==> src/rtl/impulse_noise_pkg.sv <==
// -----------------------------------------------------------------------------
// impulse_noise_pkg
//
// Shared definitions for the impulse noise injector and related stimulus
// blocks:
//   - spike mode encodings (mode_e)
//   - injector state encoding (state_e)
//   - Galois tap mask for the x^32+x^22+x^2+x+1 LFSR
//   - saturation limits for a signed 16-bit sample
//   - sat_add(): signed add clamped to a caller-supplied [lo, hi] range
// -----------------------------------------------------------------------------
package impulse_noise_pkg;

    // Sample width the SAT_MAX / SAT_MIN constants correspond to.
    localparam int DATA_W_DEF = 16;

    typedef enum logic [1:0] {
        MODE_ADD_RAND = 2'd0,   // Input +/- SpikeAmp, sign from the LFSR
        MODE_SALT     = 2'd1,   // full-scale positive
        MODE_PEPPER   = 2'd2,   // full-scale negative
        MODE_ADD_POS  = 2'd3    // Input + SpikeAmp
    } mode_e;

    typedef enum logic [1:0] {
        ST_IDLE    = 2'd0,
        ST_BURST   = 2'd1,
        ST_HOLDOFF = 2'd2
    } state_e;

    // Right-shifting Galois form: bit k of the mask feeds x^(k+1).
    // x^32 -> bit 31, x^22 -> bit 21, x^2 -> bit 1, x^1 -> bit 0.
    localparam logic [31:0] LFSR_TAPS = 32'h8020_0003;

    localparam logic signed [31:0] SAT_MAX = 32'sd32767;
    localparam logic signed [31:0] SAT_MIN = -32'sd32768;

    // Adds two 32-bit signed values with one guard bit, then clamps to
    // [lo, hi]. Callers sign-extend narrower samples into a and b.
    function automatic logic signed [31:0] sat_add(
        input logic signed [31:0] a,
        input logic signed [31:0] b,
        input logic signed [31:0] lo,
        input logic signed [31:0] hi
    );
        logic signed [32:0] sum;
        sum = $signed({a[31], a}) + $signed({b[31], b});
        if (sum > $signed({hi[31], hi})) begin
            return hi;
        end
        if (sum < $signed({lo[31], lo})) begin
            return lo;
        end
        return sum[31:0];
    endfunction

endpackage : impulse_noise_pkg

==> src/rtl/lfsr_prng.sv <==
// -----------------------------------------------------------------------------
// lfsr_prng
//
// Free-running Galois LFSR. Shifts right once per clock; when the bit leaving
// position 0 is set, the tap mask is XORed into the shifted value.
// A zero seed would lock the register at zero, so it is replaced by 1.
//
// Ports:
//   Clk    in   clock
//   Reset  in   synchronous, active-high; loads the seed
//   state  out  WIDTH  current register contents
// -----------------------------------------------------------------------------
module lfsr_prng #(
    parameter int               WIDTH = 32,
    parameter logic [WIDTH-1:0] SEED  = 32'hACE1_2025,
    parameter logic [WIDTH-1:0] TAPS  = 32'h8020_0003
) (
    input  logic             Clk,
    input  logic             Reset,
    output logic [WIDTH-1:0] state
);

    localparam logic [WIDTH-1:0] SEED_EFF =
        (SEED == '0) ? {{(WIDTH-1){1'b0}}, 1'b1} : SEED;

    logic [WIDTH-1:0] lfsr_reg;
    logic [WIDTH-1:0] lfsr_next;

    // Each bit takes its upper neighbour, XORed with the feedback bit
    // wherever the tap mask is set. The top bit has no upper neighbour.
    generate
        for (genvar gi = 0; gi < WIDTH - 1; gi++) begin : g_shift
            assign lfsr_next[gi] = lfsr_reg[gi+1] ^ (TAPS[gi] & lfsr_reg[0]);
        end
    endgenerate
    assign lfsr_next[WIDTH-1] = TAPS[WIDTH-1] & lfsr_reg[0];

    always_ff @(posedge Clk) begin
        if (Reset) begin
            lfsr_reg <= SEED_EFF;
        end else begin
            lfsr_reg <= lfsr_next;
        end
    end

    assign state = lfsr_reg;

endmodule : lfsr_prng

==> src/rtl/impulse_noise_injector.sv <==
// -----------------------------------------------------------------------------
// impulse_noise_injector
//
// Injects programmable bursts of impulsive spikes into a signed sample
// stream. A seeded LFSR drives the burst trigger, so every run repeats
// exactly. Each burst is BurstLen spiked samples (0 -> 1, clamped to
// MAX_BURST), followed by Holdoff forced-clean samples.
//
// Ports:
//   Clk          in   sample clock
//   Reset        in   synchronous, active-high
//   Input        in   DATA_W     clean sample (signed)
//   Enable       in   1          injection enable; low = clean passthrough
//   Threshold    in   16         burst starts when LFSR[15:0] < Threshold
//   Mode         in   2          spike mode (see mode_e)
//   SpikeAmp     in   DATA_W-1   spike magnitude for the additive modes
//   BurstLen     in   3          spiked samples per burst
//   Holdoff      in   HOLDOFF_W  clean samples forced after a burst
//   Output       out  DATA_W     registered, possibly spiked sample
//   SpikeActive  out  1          high when Output is a spike
//   SpikeCount   out  32         bursts started, saturating
//
// Both the clean and spiked paths go through the same output register, so
// latency is one cycle either way.
// -----------------------------------------------------------------------------
module impulse_noise_injector
    import impulse_noise_pkg::*;
#(
    parameter int          DATA_W    = 16,
    parameter logic [31:0] SEED      = 32'hACE1_2025,
    parameter int          MAX_BURST = 7,
    parameter int          HOLDOFF_W = 8
) (
    input  logic                 Clk,
    input  logic                 Reset,
    input  logic [DATA_W-1:0]    Input,
    input  logic                 Enable,
    input  logic [15:0]          Threshold,
    input  logic [1:0]           Mode,
    input  logic [DATA_W-2:0]    SpikeAmp,
    input  logic [2:0]           BurstLen,
    input  logic [HOLDOFF_W-1:0] Holdoff,
    output logic [DATA_W-1:0]    Output,
    output logic                 SpikeActive,
    output logic [31:0]          SpikeCount
);

    // Output range for DATA_W; the package limits cover the 16-bit default.
    localparam logic signed [31:0] OUT_MAX = (DATA_W == DATA_W_DEF) ? SAT_MAX :
                                             $signed((32'd1 << (DATA_W - 1)) - 32'd1);
    localparam logic signed [31:0] OUT_MIN = -OUT_MAX - 32'sd1;

    // BurstLen is only 3 bits wide, so the usable clamp is 1..7.
    localparam logic [2:0] MAX_LEN = (MAX_BURST >= 7) ? 3'd7 :
                                     (MAX_BURST <= 1) ? 3'd1 : 3'(MAX_BURST);

    localparam logic [HOLDOFF_W-1:0] HOLD_ONE = {{(HOLDOFF_W-1){1'b0}}, 1'b1};

    // -------------------------------------------------------------------------
    // Pseudo-random source
    // -------------------------------------------------------------------------
    logic [31:0] lfsr_state;
    logic [15:0] rnd;
    logic        rnd_neg;
    logic        unused_lfsr_bits;

    lfsr_prng #(
        .WIDTH (32),
        .SEED  (SEED),
        .TAPS  (LFSR_TAPS)
    ) u_lfsr (
        .Clk   (Clk),
        .Reset (Reset),
        .state (lfsr_state)
    );

    assign rnd              = lfsr_state[15:0];
    assign rnd_neg          = lfsr_state[31];
    assign unused_lfsr_bits = ^lfsr_state[30:16];

    // -------------------------------------------------------------------------
    // State and burst parameters
    // -------------------------------------------------------------------------
    state_e                 state_reg,     state_next;
    logic [2:0]             burst_cnt_reg, burst_cnt_next;   // spikes left after this one
    logic [HOLDOFF_W-1:0]   hold_cnt_reg,  hold_cnt_next;    // clean samples left
    logic [HOLDOFF_W-1:0]   hold_lat_reg,  hold_lat_next;    // Holdoff captured at burst start
    mode_e                  mode_lat_reg,  mode_lat_next;
    logic [DATA_W-2:0]      amp_lat_reg,   amp_lat_next;
    logic                   neg_lat_reg,   neg_lat_next;
    logic [31:0]            spike_cnt_reg, spike_cnt_next;

    logic [DATA_W-1:0]      out_reg,       out_next;
    logic                   active_reg,    active_next;

    logic                   trigger;
    logic [2:0]             eff_len;
    mode_e                  mode_in;
    logic                   neg_in;

    assign trigger = Enable && (rnd < Threshold);
    assign eff_len = (BurstLen == 3'd0)   ? 3'd1    :
                     (BurstLen > MAX_LEN) ? MAX_LEN : BurstLen;
    assign mode_in = mode_e'(Mode);
    assign neg_in  = (mode_in == MODE_ADD_POS) ? 1'b0 : rnd_neg;

    // -------------------------------------------------------------------------
    // State register (also holds the output stage)
    // -------------------------------------------------------------------------
    always_ff @(posedge Clk) begin
        if (Reset) begin
            state_reg     <= ST_IDLE;
            burst_cnt_reg <= '0;
            hold_cnt_reg  <= '0;
            hold_lat_reg  <= '0;
            mode_lat_reg  <= MODE_ADD_RAND;
            amp_lat_reg   <= '0;
            neg_lat_reg   <= 1'b0;
            spike_cnt_reg <= '0;
            out_reg       <= '0;
            active_reg    <= 1'b0;
        end else begin
            state_reg     <= state_next;
            burst_cnt_reg <= burst_cnt_next;
            hold_cnt_reg  <= hold_cnt_next;
            hold_lat_reg  <= hold_lat_next;
            mode_lat_reg  <= mode_lat_next;
            amp_lat_reg   <= amp_lat_next;
            neg_lat_reg   <= neg_lat_next;
            spike_cnt_reg <= spike_cnt_next;
            out_reg       <= out_next;
            active_reg    <= active_next;
        end
    end

    // -------------------------------------------------------------------------
    // Next-state logic
    // -------------------------------------------------------------------------
    always_comb begin
        state_next     = state_reg;
        burst_cnt_next = burst_cnt_reg;
        hold_cnt_next  = hold_cnt_reg;
        hold_lat_next  = hold_lat_reg;
        mode_lat_next  = mode_lat_reg;
        amp_lat_next   = amp_lat_reg;
        neg_lat_next   = neg_lat_reg;
        spike_cnt_next = spike_cnt_reg;

        case (state_reg)
            ST_IDLE: begin
                if (trigger) begin
                    // The triggering sample is the first spike of the burst;
                    // the counter holds how many more follow it.
                    mode_lat_next  = mode_in;
                    amp_lat_next   = SpikeAmp;
                    neg_lat_next   = neg_in;
                    hold_lat_next  = Holdoff;
                    burst_cnt_next = eff_len - 3'd1;
                    if (spike_cnt_reg != 32'hFFFF_FFFF) begin
                        spike_cnt_next = spike_cnt_reg + 32'd1;
                    end
                    if (eff_len != 3'd1) begin
                        state_next = ST_BURST;
                    end else if (Holdoff != '0) begin
                        state_next    = ST_HOLDOFF;
                        hold_cnt_next = Holdoff;
                    end else begin
                        state_next = ST_IDLE;
                    end
                end
            end

            ST_BURST: begin
                if (!Enable) begin
                    state_next     = ST_IDLE;
                    burst_cnt_next = '0;
                    hold_cnt_next  = '0;
                end else begin
                    burst_cnt_next = burst_cnt_reg - 3'd1;
                    if (burst_cnt_reg <= 3'd1) begin
                        if (hold_lat_reg != '0) begin
                            state_next    = ST_HOLDOFF;
                            hold_cnt_next = hold_lat_reg;
                        end else begin
                            state_next = ST_IDLE;
                        end
                    end
                end
            end

            ST_HOLDOFF: begin
                if (!Enable) begin
                    state_next     = ST_IDLE;
                    burst_cnt_next = '0;
                    hold_cnt_next  = '0;
                end else begin
                    hold_cnt_next = hold_cnt_reg - HOLD_ONE;
                    if (hold_cnt_reg <= HOLD_ONE) begin
                        state_next = ST_IDLE;
                    end
                end
            end

            default: begin
                state_next     = ST_IDLE;
                burst_cnt_next = '0;
                hold_cnt_next  = '0;
            end
        endcase
    end

    // -------------------------------------------------------------------------
    // Output logic
    // -------------------------------------------------------------------------
    logic                    spike_now;
    mode_e                   sel_mode;
    logic [DATA_W-2:0]       sel_amp;
    logic                    sel_neg;
    logic signed [31:0]      in_ext;
    logic signed [31:0]      amp_ext;
    logic signed [31:0]      sum_sat;
    logic [DATA_W-1:0]       spike_val;

    always_comb begin
        spike_now = 1'b0;
        sel_mode  = mode_lat_reg;
        sel_amp   = amp_lat_reg;
        sel_neg   = neg_lat_reg;

        // The first spike of a burst uses the live configuration (it is being
        // latched on this edge); the rest of the burst uses the latched copy.
        if (state_reg == ST_IDLE) begin
            spike_now = trigger;
            sel_mode  = mode_in;
            sel_amp   = SpikeAmp;
            sel_neg   = neg_in;
        end else if (state_reg == ST_BURST) begin
            spike_now = Enable;
        end

        in_ext  = $signed({{(32-DATA_W){Input[DATA_W-1]}}, Input});
        amp_ext = $signed({{(33-DATA_W){1'b0}}, sel_amp});
        sum_sat = sat_add(in_ext, sel_neg ? -amp_ext : amp_ext, OUT_MIN, OUT_MAX);

        case (sel_mode)
            MODE_SALT:   spike_val = OUT_MAX[DATA_W-1:0];
            MODE_PEPPER: spike_val = OUT_MIN[DATA_W-1:0];
            default:     spike_val = sum_sat[DATA_W-1:0];
        endcase

        out_next    = spike_now ? spike_val : Input;
        active_next = spike_now;
    end

    assign Output      = out_reg;
    assign SpikeActive = active_reg;
    assign SpikeCount  = spike_cnt_reg;

endmodule : impulse_noise_injector

==> config.mk <==
export PLATFORM = sky130hd
export DESIGN_NAME = impulse_noise_injector
export DESIGN_NICKNAME = d
export VERILOG_FILES = /design/src/rtl/impulse_noise_pkg.sv /design/src/rtl/lfsr_prng.sv /design/src/rtl/impulse_noise_injector.sv
export SDC_FILE = /design/constraint.sdc
export NUM_CORES = 1
export LEC_CHECK = 0
export BUFFER_PORTS_ARGS = -buffer_cell sky130_fd_sc_hd__buf_2
export CAP_MARGIN = 20
export CORE_MARGIN = 2
export CORE_UTILIZATION = 33
export CTS_BUF_LIST = sky130_fd_sc_hd__clkbuf_8
export CTS_CLUSTER_DIAMETER = 100
export CTS_CLUSTER_SIZE = 25
export DETAILED_ROUTE_END_ITERATION = 10
export PLACE_DENSITY_LB_ADDON = 0.12
export SYNTH_ARGS = -nofsm -noshare
export SYNTH_HDL_FRONTEND = slang
export SYNTH_SLANG_ARGS = --single-unit
==> constraint.sdc <==
create_clock -name Clk -period 13.3 [get_ports Clk]
set_input_delay 0.665 -clock Clk [delete_from_list [all_inputs] [get_ports Clk]]
set_output_delay 0.665 -clock Clk [all_outputs]
set_load 0.1 [all_outputs]
==> run_results.csv <==
group,metric,value,unit
clocking,cts_root_buffer,"clkbuf_8",
sta,tightest_slew,0.990,ns
logic_synthesis,synth-edff-count,0,
sta,slew_violations,0,
sta,rsz0062_at_grt,"false",
detailed_routing,drc_errors,0,
setup_path,max_stage_delay,0.76,ns
die,die_y,157,µm
setup_path,cp_top_family,"compound AO/OA/AOI/OAI gates",
worst_hold_path,hold_path_class,"reg -> reg",
die,die-area,24500,µm²
logic_synthesis,avgSynthCellArea,8.05,µm²
sta,max_slew_margin,33.7,%
power_and_ir_drop,leakagePower,0.00400,µW
logic_synthesis,synth_top_flop_cell,"dfxtp_1",
placement,hpwl,15.6,mm
logic_synthesis,yosysWarnings,0,
sta,min_period,7.53,ns
layout,area_growth,16.6,%
detailed_routing,viasPerCell,5.08,
logic_synthesis,synth_cell_type_count,56,
setup_path,cp-end-kind,"flip-flop",
power_and_ir_drop,peakVddDrop,0.0000555,V
clocking,cts_hold_buf,0,
setup_path,critPathKind,"reg -> reg",
global_routing,grt_max_degree,77,
power_and_ir_drop,cellPowerDensity,154,nW/µm²
clocking,cts-resized-gates,0,
placement,io_buffers,111,
sta,fin_hold_ws,0.399,ns
setup_path,crit_buf_inv,0,
die,initial_core_util,33.8,%
logic_synthesis,synth_seq_cells,120,
layout,nNetsFinal,1165,
die,num_rows,55,
layout,instances_no_fill,1373,
detailed_routing,wl_per_cell,15.0,µm
placement,place_inst,1341,
sta,setup_viol,0,
detailed_routing,vias,6972,
global_routing,grt_pass1_vias,6381,
global_routing,grt_pass1_wl,32.7,mm
global_routing,antenna_found_initial,0,
setup_path,arrival,7.91,ns
clocking,clock_latency,0.45,ns
run_status,outcome,"finished clean",
power_and_ir_drop,power,1380,µW
clocking,cts_sinks,120,
die,die_w,157,µm
logic_synthesis,syn-cell-area,7690,µm²
layout,n_antenna_cell,0,
setup_path,required,13.68,ns
die,ios,112,
logic_synthesis,synth_cells,955,
clocking,cts_tree,"built",
logic_synthesis,async_flop_share,0,%
logic_synthesis,seq_area_frac_synth,31.2,%
sta,setup_tns,0,ns
clocking,numCtsBuffers,17,
setup_path,path_cells,"nor2_4 > mux2i_1 > and3_1 > a31oi_1 > a211oi_1 > o21ai_0 > ha_1 > a21oi_1 > o21ai_0 > a21o_1 > a211oi_1 > mux2i_1 > o211ai_1 > or4_1 > or4_1 > o41ai_4 > a221o_1",
detailed_routing,drt_wl_total,20.6,mm
detailed_routing,dr.pass1.iters,5,
sta,max_freq,133,MHz
sta,fin_skew,0.0188,ns
clocking,cts_setup_buffers,0,
sta,period_share,56.6,%
setup_path,crit_fanout,28,
setup_path,startpoint_type,"flip-flop",
run,drv_cap,0,
setup_path,cp_slowest_cell,"nor2_4",
clocking,clk_pin_slew,0.08,ns
logic_synthesis,syn_nets,1073,
placement,place_congestion,0.898,
global_routing,grt_usage,16.7,%
layout,drive_gt1_share,15.9,%
sta,hold_viol,0,
die,core-area,22800,µm²
detailed_routing,ant_nets,0,
detailed_routing,first_iter_violations,555,
global_routing,grt.overflow.total,0,
clocking,clk_path_buf_depth,2,
clocking,htreeDepth,4,
## final timing paths
path	startpoint	end	slack, ns	cells after the start
hold reg to reg	u_lfsr.state[23]	u_lfsr.state[22]	0.40	1
hold / removal	u_lfsr.state[23]	u_lfsr.state[22]	0.40	1
setup / recovery	state_reg[0]	Output[11]	5.77	17
setup reg to reg	state_reg[0]	Output[11]	5.77	17
## synth_stat cells, types with 24 or more instances
cell type | instances | area share, %
mux2i_1 | 51 | 6.6
nor2_1 | 122 | 6.0
a21oi_1 | 67 | 4.4
o21ai_0 | 39 | 2.5
inv_1 | 42 | 2.0
nand2_1 | 77 | 3.8
dfxtp_1 | 120 | 31
ha_1 | 54 | 8.8
clkbuf_1 | 39 | 1.9
xnor2_1 | 35 | 4.0
xor2_1 | 35 | 4.0
nand3_1 | 33 | 2.1
nor3_1 | 24 | 1.6
## report_power, final
part / internal (µW) / switching (µW)
sequential: 391 / 15.9
clock: 197 / 165
combinational: 209 / 404
## placed cells by master (no fill, tap or decap), types with 5 or more instances in the layout
master and n:
o21ai_0 39, a22oi_1 8, xnor2_1 35, clkbuf_8 19, xor2_1 35, a21oi_1 67
o211ai_1 9, a221o_1 18, buf_4 6, nor2b_1 22, nand2b_1 7, and2_1 8
nor4_1 5, buf_2 110, nand2_1 77, and3_1 17, a31oi_1 8, and4_1 5
nor3_1 23, dfxtp_1 120, nand4_1 14, ha_1 54, mux2i_1 50, a211oi_1 15
a21o_1 13, nor2_1 121, or4_1 5, o21a_1 5, or2_2 15, inv_1 43
nand3_1 33
## logic make-up after synthesis
logic type	Yosys count	share of synthesized area (%)
compound gates	211	18.4
xor+xnor	70	7.97
fa+ha+maj	55	9.04
buf+inv	86	4.29
flops	120	31.2
mux	51	6.64
simple gates	362	22.4
## layer usage
| layer | up-vias | track usage, % | wire length (µm) |
|---|---|---|---|
| met4 | 0 | 3.84 | 184 |
| met2 | 162 | 27.0 | 9420 |
| met3 | 16 | 3.24 | 942 |
| met1 | 3222 | 22.9 | 10100 |
| met5 | - | 0 | 0 |
| li1 | 3572 | - | - |
## area by class of cell
cell class | count | area [µm²]
fill | 2387 | 13800
multi-input combinational | 749 | 4990
sequential | 120 | 2400
timing repair buffer | 116 | 596
tap | 313 | 392
clock buffer | 19 | 262
clock inverter | 13 | 166
inverter | 43 | 161
## through the flow
stage	instance area [µm²]	worst slack [ns]	utilization, %
6_report	8970	5.77	39.4
2_1_floorplan	7690	6.99	-
3_3_place_gp	8540	5.98	37.5
4_1_cts	8970	5.77	39.4
5_1_grt	8970	5.27	39.4
3_5_place_dp	8540	5.81	37.5
Note: power is estimated with default switching activity, not from simulation.
